**src/rtl/uart_frame_loader_if.sv**
```systemverilog
// Byte-stream input and operand-buffer write bus of the UART frame loader.
// The master side is the loader itself; the slave side is the environment
// that supplies received bytes and sinks element writes and frame status.
interface uart_frame_loader_if #(
  parameter int ADDR_W = 2
);
  logic [7:0]        in_data;
  logic              in_valid;
  logic              wr_en;
  logic              wr_sel;
  logic [ADDR_W-1:0] wr_addr;
  logic [7:0]        wr_data;
  logic              busy;
  logic              frame_done;
  logic              frame_err;

  modport master (
    input  in_data, in_valid,
    output wr_en, wr_sel, wr_addr, wr_data, busy, frame_done, frame_err
  );

  modport slave (
    output in_data, in_valid,
    input  wr_en, wr_sel, wr_addr, wr_data, busy, frame_done, frame_err
  );
endinterface

```
**src/rtl/uart_frame_loader.sv**
```systemverilog
// Parses a framed matrix upload (sync, N*N bytes of A, N*N bytes of B,
// checksum) from the UART byte stream and issues row-major element writes
// into the A/B operand buffers, reporting frame completion or error.
//
// state  | meaning
// IDLE   | waiting for the sync byte, other bytes ignored
// LOAD_A | each byte is written to buffer A at the element counter
// LOAD_B | each byte is written to buffer B at the element counter
// CHECK  | next byte is compared against the running payload sum
module uart_frame_loader #(
  parameter int          N         = 2,
  parameter logic [7:0]  SYNC_BYTE = 8'hA5,
  parameter int          TIMEOUT   = 100000,
  parameter int          ADDR_W    = (N * N > 1) ? $clog2(N * N) : 1
) (
  input logic                 clk,
  input logic                 rst,
  uart_frame_loader_if.master bus
);

  localparam int TMO_W = $clog2(TIMEOUT + 1);
  localparam logic [ADDR_W-1:0] LAST_ELEM = ADDR_W'(N * N - 1);
  localparam logic [TMO_W-1:0]  TMO_LAST  = TMO_W'(TIMEOUT - 1);

  typedef enum logic [1:0] {
    IDLE   = 2'd0,
    LOAD_A = 2'd1,
    LOAD_B = 2'd2,
    CHECK  = 2'd3
  } state_t;

  state_t            state_q, state_d;
  logic [ADDR_W-1:0] cnt_q, cnt_d;
  logic [7:0]        sum_q, sum_d;
  logic [TMO_W-1:0]  tmo_q, tmo_d;
  logic              wr_en_q, wr_en_d;
  logic              wr_sel_q, wr_sel_d;
  logic [ADDR_W-1:0] wr_addr_q, wr_addr_d;
  logic [7:0]        wr_data_q, wr_data_d;
  logic              busy_q, busy_d;
  logic              done_q, done_d;
  logic              err_q, err_d;

  logic              in_valid;
  logic [7:0]        in_data;
  logic              last_elem;
  logic              tmo_expire;

  assign in_valid   = bus.in_valid;
  assign in_data    = bus.in_data;
  assign last_elem  = (cnt_q == LAST_ELEM);
  // A byte arriving on the expiry cycle wins over the timeout.
  assign tmo_expire = !in_valid && (tmo_q == TMO_LAST);

  // State register with synchronous active-low reset.
  always_ff @(posedge clk) begin
    if (!rst) state_q <= IDLE;
    else      state_q <= state_d;
  end

  // Next-state decode: sync starts a frame, element count advances A->B->CHECK.
  always_comb begin
    state_d = state_q;
    unique case (state_q)
      IDLE: begin
        if (in_valid && in_data == SYNC_BYTE) state_d = LOAD_A;
      end
      LOAD_A: begin
        if (in_valid && last_elem) state_d = LOAD_B;
        else if (tmo_expire)       state_d = IDLE;
      end
      LOAD_B: begin
        if (in_valid && last_elem) state_d = CHECK;
        else if (tmo_expire)       state_d = IDLE;
      end
      CHECK: begin
        if (in_valid || tmo_expire) state_d = IDLE;
      end
      default: state_d = IDLE;
    endcase
  end

  // Output/datapath decode: element writes, checksum, timeout and status pulses.
  always_comb begin
    cnt_d     = cnt_q;
    sum_d     = sum_q;
    tmo_d     = '0;
    wr_en_d   = 1'b0;
    wr_sel_d  = wr_sel_q;
    wr_addr_d = wr_addr_q;
    wr_data_d = wr_data_q;
    done_d    = 1'b0;
    err_d     = 1'b0;
    busy_d    = (state_d != IDLE);

    unique case (state_q)
      IDLE: begin
        if (in_valid && in_data == SYNC_BYTE) begin
          cnt_d = '0;
          sum_d = '0;
        end
      end
      LOAD_A, LOAD_B: begin
        if (in_valid) begin
          wr_en_d   = 1'b1;
          wr_sel_d  = (state_q == LOAD_B);
          wr_addr_d = cnt_q;
          wr_data_d = in_data;
          sum_d     = sum_q + in_data;
          cnt_d     = last_elem ? '0 : cnt_q + ADDR_W'(1);
        end else if (tmo_expire) begin
          err_d = 1'b1;
        end else begin
          tmo_d = tmo_q + TMO_W'(1);
        end
      end
      CHECK: begin
        if (in_valid) begin
          if (in_data == sum_q) done_d = 1'b1;
          else                  err_d  = 1'b1;
        end else if (tmo_expire) begin
          err_d = 1'b1;
        end else begin
          tmo_d = tmo_q + TMO_W'(1);
        end
      end
      default: ;
    endcase
  end

  // Datapath and registered outputs; reset discards any partial frame.
  always_ff @(posedge clk) begin
    if (!rst) begin
      cnt_q     <= '0;
      sum_q     <= '0;
      tmo_q     <= '0;
      wr_en_q   <= 1'b0;
      wr_sel_q  <= 1'b0;
      wr_addr_q <= '0;
      wr_data_q <= '0;
      busy_q    <= 1'b0;
      done_q    <= 1'b0;
      err_q     <= 1'b0;
    end else begin
      cnt_q     <= cnt_d;
      sum_q     <= sum_d;
      tmo_q     <= tmo_d;
      wr_en_q   <= wr_en_d;
      wr_sel_q  <= wr_sel_d;
      wr_addr_q <= wr_addr_d;
      wr_data_q <= wr_data_d;
      busy_q    <= busy_d;
      done_q    <= done_d;
      err_q     <= err_d;
    end
  end

  assign bus.wr_en      = wr_en_q;
  assign bus.wr_sel     = wr_sel_q;
  assign bus.wr_addr    = wr_addr_q;
  assign bus.wr_data    = wr_data_q;
  assign bus.busy       = busy_q;
  assign bus.frame_done = done_q;
  assign bus.frame_err  = err_q;

endmodule

```
**src/flat_wrapper.sv**
```systemverilog
// flat-port wrapper written by rule: the top's interface ports become plain ports
module uart_frame_loader_flat 
#(
  parameter int          N         = 2,
  parameter logic [7:0]  SYNC_BYTE = 8'hA5,
  parameter int          TIMEOUT   = 100000,
  parameter int          ADDR_W    = (N * N > 1) ? $clog2(N * N) : 1
)
  (clk, rst, bus_in_data, bus_in_valid, bus_wr_en, bus_wr_sel, bus_wr_addr, bus_wr_data, bus_busy, bus_frame_done, bus_frame_err);
  uart_frame_loader_if #(.ADDR_W(ADDR_W)) bus_i ();
  input logic clk;
  input logic rst;
  input wire logic [$bits(bus_i.in_data)-1:0] bus_in_data;
  input wire logic [$bits(bus_i.in_valid)-1:0] bus_in_valid;
  output wire logic [$bits(bus_i.wr_en)-1:0] bus_wr_en;
  output wire logic [$bits(bus_i.wr_sel)-1:0] bus_wr_sel;
  output wire logic [$bits(bus_i.wr_addr)-1:0] bus_wr_addr;
  output wire logic [$bits(bus_i.wr_data)-1:0] bus_wr_data;
  output wire logic [$bits(bus_i.busy)-1:0] bus_busy;
  output wire logic [$bits(bus_i.frame_done)-1:0] bus_frame_done;
  output wire logic [$bits(bus_i.frame_err)-1:0] bus_frame_err;
  assign bus_i.in_data = bus_in_data;
  assign bus_i.in_valid = bus_in_valid;
  assign bus_wr_en = bus_i.wr_en;
  assign bus_wr_sel = bus_i.wr_sel;
  assign bus_wr_addr = bus_i.wr_addr;
  assign bus_wr_data = bus_i.wr_data;
  assign bus_busy = bus_i.busy;
  assign bus_frame_done = bus_i.frame_done;
  assign bus_frame_err = bus_i.frame_err;
  uart_frame_loader #(.N(N), .SYNC_BYTE(SYNC_BYTE), .TIMEOUT(TIMEOUT), .ADDR_W(ADDR_W)) u_core (.clk(clk), .rst(rst), .bus(bus_i));
endmodule
```
**config.mk**
```make
export PLATFORM = sky130hd
export DESIGN_NAME = uart_frame_loader_flat
export DESIGN_NICKNAME = d
export VERILOG_FILES = /design/src/rtl/uart_frame_loader_if.sv /design/src/rtl/uart_frame_loader.sv /design/src/flat_wrapper.sv
export SDC_FILE = /design/constraint.sdc
export NUM_CORES = 1
export LEC_CHECK = 0
export CAP_MARGIN = 20
export CORE_ASPECT_RATIO = 1.75
export CORE_MARGIN = 5
export CORE_UTILIZATION = 41
export CTS_BUF_LIST = sky130_fd_sc_hd__clkbuf_2 sky130_fd_sc_hd__clkbuf_4 sky130_fd_sc_hd__clkbuf_8
export CTS_CLUSTER_SIZE = 14
export DETAILED_ROUTE_END_ITERATION = 7
export GPL_TIMING_DRIVEN = 0
export PLACE_DENSITY = 0.69
export SETUP_SLACK_MARGIN = 0.05
export SYNTH_ARGS = -nofsm -noshare
export SYNTH_HDL_FRONTEND = slang
export SYNTH_SLANG_ARGS = --single-unit
```
**constraint.sdc**
```tcl
create_clock -name clk -period 5.83 [get_ports clk]
set_input_delay 1.166 -clock clk [delete_from_list [all_inputs] [get_ports clk]]
set_output_delay 1.166 -clock clk [all_outputs]
set_load 0.02 [all_outputs]
```
# == After elaboration in Yosys (flattened, before gate mapping) ==
# Cells that the tools add are included.
# op_classes
n_eq_ne,9
mux,20
bitwise_logic,2
n_addsub,3
reduce_logical,15
# ops
cell,n
$add 17x1->17 const B,1
$eq 17x17->1 const B,1
$mux 2,8
$mux 8,2
$pmux 8 s2,1
$add 8x8->8,1
$eq 8x8->1,1
$eq 8x8->1 const B,1
$pmux 2 s4,1
$eq 2x2->1 const B,3
$mux 1,6
$reduce_and 3->1,2
$pmux 2 s2,1
$reduce_and 2->1,2
$reduce_bool 2->1,2
$reduce_or 4->1,1
$logic_and 1x1->1,3
$reduce_or 3->1,1
$add 2x1->2 const B,1
$eq 2x1->1 const B,1
$logic_not 2->1,1
$ne 2x1->1 const B,1
$ne 2x2->1 const B,1
$not 1->1,2
other kinds (4),4
# word_totals
output_inout_bits,15
in_bits,11
ff_bits,44
elab_cells,60

# == Depth between registers and ports, before layout ==
# Gate-level depths: netlist of run 1.
# logic_depth
word_depth,6
mapped_depth,8
ltp_nobuf,8

# == Worst setup path after synthesis of run 1 ==
# No wires, ideal clock.
# synth_path
kind,input-to-reg
from,input port bus_in_data[3]
to,register u_core.sum_q[1]
setup_time_ns,0.115
path_slack_ns,3.152
arrival_ns,2.563
path_buffers,0
path_stages,5
t_required_ns,5.715
cell_sequence,or4b_4 > nor3_1 > o21ai_2 > mux2i_1 > and2_1
# synth_via
elab_chain_len,4
# synth_lines
element,line_no,source
from (decl),flat_wrapper.sv:13,input wire logic [$bits(bus_i.in_data)-1:0] bus_in_data;
$eq 8x8->1,uart_frame_loader.sv:98,if (in_valid && in_data == SYNC_BYTE) begin
$logic_and 1x1->1,uart_frame_loader.sv:98,
$ne 2x1->1 (no line),n/a,
$reduce_and 3->1 (no line),n/a,
to (signal assigned),uart_frame_loader.sv:146,sum_q <= sum_d;
to (decl),uart_frame_loader.sv:34,"logic [7:0] sum_q, sum_d;"
# Every way passes these cells.
# A chain may end at the register's enable or synchronous reset.

# == Worst setup path in the final report of run 1 ==
# Same ends and word-level chain as after synthesis.

==> results of run 1 <==
==> logic make-up after synthesis <==
kind of cell	count (synthesis)	share of synthesized area [%]
DFF	44	39.31
xor gates and xnor gates	18	7.035
AOI/OAI and AO/OA	43	13.01
muxes	1	0.4467
and+or+nand+nor	122	26.97
buffers and inverters	23	4.522
adders and majority gates	15	8.710
==> per-stage QoR <==
stage	std cells	util [%]	area [µm²]	worst slack [ns]	hold WS, ns
2_1_floorplan	266	-	2241	3.152	0.4298
3_3_place_gp	364	48.57	2574	2.424	0.4433
3_5_place_dp	364	48.57	2574	2.443	0.4453
4_1_cts	372	50.74	2689	2.768	0.4588
5_1_grt	372	50.74	2689	2.615	0.4901
6_report	372	50.74	2689	2.761	0.4571
==> per-layer routing <==
| layer | routed length [µm] | vias up | GRT usage (%) |
|---|---|---|---|
| met5 | 0 | - | 0 |
| met4 | 147 | 0 | 8.754 |
| met3 | 187 | 11 | 3.344 |
| met2 | 2760 | 35 | 29.58 |
| met1 | 1989 | 909 | 15.34 |
| li1 | - | 989 | - |
==> final cells by class <==
type | instances | share of cell area [%]
multi-input combinational | 199 | 46.81
sequential | 44 | 32.76
timing repair buffer | 24 | 8.934
tap | 74 | 3.443
clock buffer | 5 | 2.559
inverter | 15 | 2.094
clock inverter | 3 | 1.722
buffer | 8 | 1.675
==> power breakdown <==
| part | leakage, nW | internal [mW] | switching [mW] |
|---|---|---|---|
| logic | 0.511 | 0.0112 | 0.0156 |
| registers | 0.354 | 0.300 | 0.0000415 |
| clock network | 0.0548 | 0.129 | 0.115 |
| total | 0.920 | 0.441 | 0.131 |
==> layout by cell type (no fill, tap or decap), types with 2 or more instances in the layout <==
| cell type | n |
|---|---|
| a21oi_1 | 17 |
| o21ai_2 | 2 |
| o2111ai_1 | 2 |
| dfxtp_1 | 44 |
| nor2b_1 | 2 |
| nand3b_1 | 3 |
| nand2b_1 | 2 |
| xnor2_1 | 8 |
| a2111oi_0 | 2 |
| and2_1 | 4 |
| or4_1 | 3 |
| clkdlybuf4s50_1 | 24 |
| nand3_1 | 9 |
| nand2_1 | 39 |
| clkbuf_8 | 5 |
| xor2_1 | 10 |
| o221ai_1 | 2 |
| nor3b_1 | 2 |
| clkbuf_1 | 6 |
| ha_1 | 14 |
| o21ai_0 | 3 |
| and4_1 | 3 |
| nor3_1 | 5 |
| nor2_1 | 33 |
| a31oi_1 | 2 |
| a22oi_1 | 3 |
| nor4_1 | 5 |
| nand4_1 | 4 |
| or3_1 | 3 |
| inv_1 | 14 |
| buf_6 | 2 |
==> flip-flops by register name, indices dropped and copies added, names as in the netlist, 2 cells and up <==
name / cells
u_core.cnt_q: 2
u_core.bus.wr_addr: 2
u_core.state_q: 2
u_core.tmo_q: 17
u_core.sum_q: 8
u_core.bus.wr_data: 8
==> critical path, cell delays in order <==
cell and delay, ns:
clkdlybuf4s50_1 0.46, or4b_4 0.59, nor3_1 0.45, o21ai_2 0.28
mux2i_1 0.17, and2_1 0.17
==> worst max path at each step <==
stage / end / cells after the start
final: u_core.sum_q[1]$_SDFFE_PN0P_ / 6
after global routing: u_core.sum_q[6]$_SDFFE_PN0P_ / 9
after CTS: u_core.sum_q[1]$_SDFFE_PN0P_ / 6
after detailed placement: u_core.sum_q[1]$_SDFFE_PN0P_ / 6
after global placement: u_core.sum_q[1]$_SDFFE_PN0P_ / 6
after floorplan: u_core.sum_q[1]$_SDFFE_PN0P_ / 5
==> impl_results.md, run 1 <==
- Worst Tran Pin Value: 0.5359 ns
- Yosys warning count: 0
- Count leader, synth: dfxtp_1
- Synth area leaders: dfxtp_1 (39%), ha_1 (7.8%), nand2_1 (6.5%)
- Fin nets: 323
- CTS Root Buffer Type: clkbuf_8
- Total grt overflow: 0
- Worst VDD drop: 0.1454 mV
- FF+latch area: 880.8 µm²
- Critical path required time: 6.04 ns
- Worst Hold Launch: u_core.bus.wr_data[5]$_SDFFE_PN0P_
- Final Hold Viols: 0
- Clk_skew: 0.01156 ns
- Crit share post-route: 52.65%
- Mapped Cells: 266
- Leak: 0.9204 nW
- Drc violations: 0
- Fill count: 515
- Initial Util: 42.29%
- Yosys reg bits: 44
- Critical path arrival: 3.28 ns
- Die area: 0.007102 mm²
- Placeable Area: 0.005299 mm²
- Hold Path Stages: 2
- Relative slew slack: 64.00%
- Max Slew Vio Count: 0
- RSZ-0062 raised after global routing: false
- 1st-pass router iterations: 4
- Ys async rst share: 0%
- Clock sinks: 44
- Worst-skew pair later-pin latency: 0.31 ns
- MaxCap Viol Count: 0
- Worst setup SP type: primary input
- Area grow syn2layout: 19.99%
- Gpl congestion: 0.9031
- Inserted Diodes: 0
- FF-to-FF Start: u_core.state_q[0]$_SDFF_PN0_
- Crit path time final: 3.069 ns
- TritonCTS Buffers: 5
- Syn Nets: 292
- Die Ht: 107.8 µm
- CTS tree: built
- Pwr per Cell Area: 212.5 mW/mm²
- Share of post-route cells with drive strength above 1: 5.034%
- Synth Cell Area: 0.002241 mm²
- Reg clk slew, reported paths: 0.09 ns
- Post-DP HPWL: 3902 µm
- Sequential area share after synthesis: 39.31%
- Reg2Reg Setup Slack: 3.71 ns
- Synth Area per Inst: 8.424 µm²
- Crit path launch: bus_in_data[3]
- Max Clock Freq: 0.3258 GHz
- Yosys top cell area share: 39.31%
- Power Total: 0.5715 mW
- Antenna-violating nets left: 0
- Post_cts resized: 0
- Netlist cell types: 47
- CP Capture Type: flip-flop
- Row cnt: 35
- First-pass GRT wire length: 8749 µm
- Die W: 65.89 µm
- Final setup viols: 0
- Area leader, netlist: dfxtp_1
- CTS max path bufs: 2
- Number of global-route vias before repair: 2,009
- Cts hold-fix bufs: 0
- Routed vias: 1,944
- WL/cell: 13.67 µm
- Post-synth top flop: dfxtp_1
- Clock H-tree levels: 2
- Post-synth top cells: dfxtp_1 (44), nand2_1 (39), nor2_1 (33)
- Setup_tns: 0 ns
- Status: finished clean
- PortBufs: 24
- Post-synth EDFFs: 0
- Hold Path Class: flip-flop to flip-flop
- Total routed wirelength: 5085 µm
- GRT Overall Usage: 15.78%
- FF-to-FF path depth: 7
- DRT iter0 DRCs: 100
- # IOs: 26
- Reg2reg end: u_core.sum_q[1]$_SDFFE_PN0P_
- Vias per cell: 5.226
- Worst Hold End: u_core.bus.wr_data[5]$_SDFFE_PN0P_
- Largest net degree at the start of global routing: 16
- Initial antenna violation count: 0
- Post-CTS Setup Bufs: 0
- Multi-input gate area: 0.001259 mm²
- CP Max Fanout: 10
- CP Class: primary input to flip-flop
No activity file was read; power rests on OpenSTA's default activity.
==> run 2, diff against run 1 <==
- clock period: 5.83 -> 3 ns (I/O delays scaled with it)
==> results of run 2 <==
Same layout as run 1 (identical final DEF). Status: finished clean.
Main changes from that run: setup slack after placement 2.443 ns -> 0.1794 ns; setup slack after layout 2.761 ns -> 0.4966 ns; register-to-register setup slack 3.71 ns -> 0.88 ns; total power 0.5715 mW -> 1.111 mW; worst IR drop on VDD 0.1454 mV -> 0.2826 mV
==> run 3, diff against run 2 <==
- clock period: 3 -> 2.35 ns (I/O delays scaled with it)
==> run 3 against run 2 <==
Compared with the run above: clock-buffer cell count stayed put; sequential share of layout area down 0.26 points; flip-flop and latch count stayed put; largest cell class unchanged.
==> impl_results.md, run 3 (synthesis gave the netlist of run 1 again) <==
- Max Clock Freq: 0.4461 GHz
- 1st-pass router iterations: 4
- Number of global-route vias before repair: 2,004
- Share of post-route cells with drive strength above 1: 6.376%
- Crit share post-route: 95.38%
- Relative slew slack: 64.00%
- Critical path arrival: 2.44 ns
- Worst Tran Pin Value: 0.5359 ns
- Pwr per Cell Area: 523.3 mW/mm²
- Area grow syn2layout: 20.94%
- Reg clk slew, reported paths: 0.10 ns
- Commonest non-fill, non-tap cell in the layout: dfxtp_1
- Gpl congestion: 0.9031
- Worst Hold Launch: u_core.bus.wr_data[5]$_SDFFE_PN0P_
- Post-DP HPWL: 3902 µm
- Clk_skew: 0.01239 ns
- Leak: 0.9402 nW
- RSZ-0062 raised after global routing: true
- First-pass GRT wire length: 8707 µm
- Drc violations: 0
- Inserted Diodes: 0
- CP Class: primary input to flip-flop
- Area after DPL: 0.002574 mm²
- DRT iter0 DRCs: 91
- Reg2reg end: u_core.tmo_q[5]$_SDFF_PP0_
- MaxCap Viol Count: 0
- CP Capture Type: flip-flop
- Die W: 65.89 µm
- PortBufs: 24
- Placeable Area: 0.005299 mm²
- Clock H-tree levels: 2
- Max Slew Vio Count: 0
- Power Total: 1.418 mW
- Total grt overflow: 0
- Worst Hold End: u_core.bus.wr_data[5]$_SDFFE_PN0P_
- Largest net degree at the start of global routing: 16
- GRT Overall Usage: 15.72%
- FF-to-FF Start: u_core.tmo_q[6]$_SDFF_PP0_
- WL/cell: 13.63 µm
- Worst setup SP type: primary input
- CTS Root Buffer Type: clkbuf_8
- Clock sinks: 44
- Hold Path Stages: 2
- # IOs: 26
- Worst-skew pair later-pin latency: 0.30 ns
- CTS tree: built
- Routed vias: 1,952
- Post-CTS Setup Bufs: 0
- Hold Path Class: flip-flop to flip-flop
- Die area: 0.007102 mm²
- Commonest non-fill, non-tap cells in the layout: dfxtp_1 (44), nand2_1 (38), nor2_1 (33)
- CTS max path bufs: 2
- CP Max Fanout: 4
- Largest register FFs: 17
- Antenna-violating nets left: 0
- Total routed wirelength: 5072 µm
- Vias per cell: 5.247
- Final setup viols: 0
- FF-to-FF path depth: 7
- Critical path required time: 2.55 ns
- Reg2Reg Setup Slack: 0.37 ns
- Initial antenna violation count: 0
- Die Ht: 107.8 µm
- Fin nets: 323
- Row cnt: 35
- Crit path time final: 2.242 ns
- TritonCTS Buffers: 5
- Status: finished clean
- Final Hold Viols: 0
- Setup_tns: 0 ns
- Worst VDD drop: 0.3609 mV
- Design Area, Final: 0.002710 mm²
- Largest Register: u_core.tmo_q
- Fill count: 510
- Initial Util: 42.29%
==> run 3: worst max-delay path by stage <==
stage,startpoint,cells past startpoint,to
6_report,bus_in_data[1],7,u_core.sum_q[7]$_SDFFE_PN0P_
5_1_grt,bus_in_data[3],6,u_core.sum_q[1]$_SDFFE_PN0P_
4_1_cts,bus_in_data[0],9,u_core.sum_q[6]$_SDFFE_PN0P_
3_5_place_dp,bus_in_data[3],6,u_core.sum_q[1]$_SDFFE_PN0P_
3_3_place_gp,bus_in_data[3],6,u_core.sum_q[1]$_SDFFE_PN0P_
2_1_floorplan,bus_in_data[3],5,u_core.sum_q[1]$_SDFFE_PN0P_
==> run 3: layout make-up <==
type	count	area (µm²)	share of cell area [%]
repair buffers	24	245.2	9.049
clock inverters	3	46.29	1.708
plain buffers	8	45.04	1.662
inverters	15	60.06	2.216
multi-input cells	199	1271	46.91
flip-flops and latches	44	880.8	32.50
clock buffers	5	68.82	2.539
well taps	74	92.59	3.416
==> run 3: through the flow <==
| stage | instances | utilization [%] | hold WS [ns] | setup slack [ns] |
|---|---|---|---|---|
| after floorplan | 266 | - | 0.4298 | 0.3681 |
| after global placement | 364 | 48.57 | 0.4433 | -0.3597 |
| after detailed placement | 364 | 48.57 | 0.4453 | -0.3406 |
| after CTS | 372 | 50.93 | 0.4588 | 0.07878 |
| after global routing | 372 | 51.15 | 0.4901 | 0.04894 |
| final | 372 | 51.15 | 0.4574 | 0.1085 |
==> run 3: power by group <==
group	leakage (nW)	internal, mW	switching [mW]
Clock	0.0548	0.321	0.285
Sequential	0.354	0.745	0.000103
Combinational	0.531	0.0282	0.0395
==> run 3: metal layers <==
layer,global-route usage [%],share of wire [%]
met1,15.15,38
met2,29.58,54
met3,3.344,3.7
met4,8.754,3.5
met5,0,0
==> run 3: critical path, stage by stage <==
cell and delay (ns):
clkdlybuf4s50_1 0.51, ha_1 0.36, a21o_1 0.21, and4_1 0.23, nor4_1 0.37, a2111oi_0 0.12
nand3b_1 0.17
==> run 3: timing repair <==
| item | 4_1_cts | 5_1_grt |
|---|---|---|
| gates cloned | 0 | 0 |
| resized for setup | 2 | 5 |
| pin swaps | 0 | 0 |
| hold buffers | 0 | 0 |
| endpoints found under the setup margin | 5 | 12 |
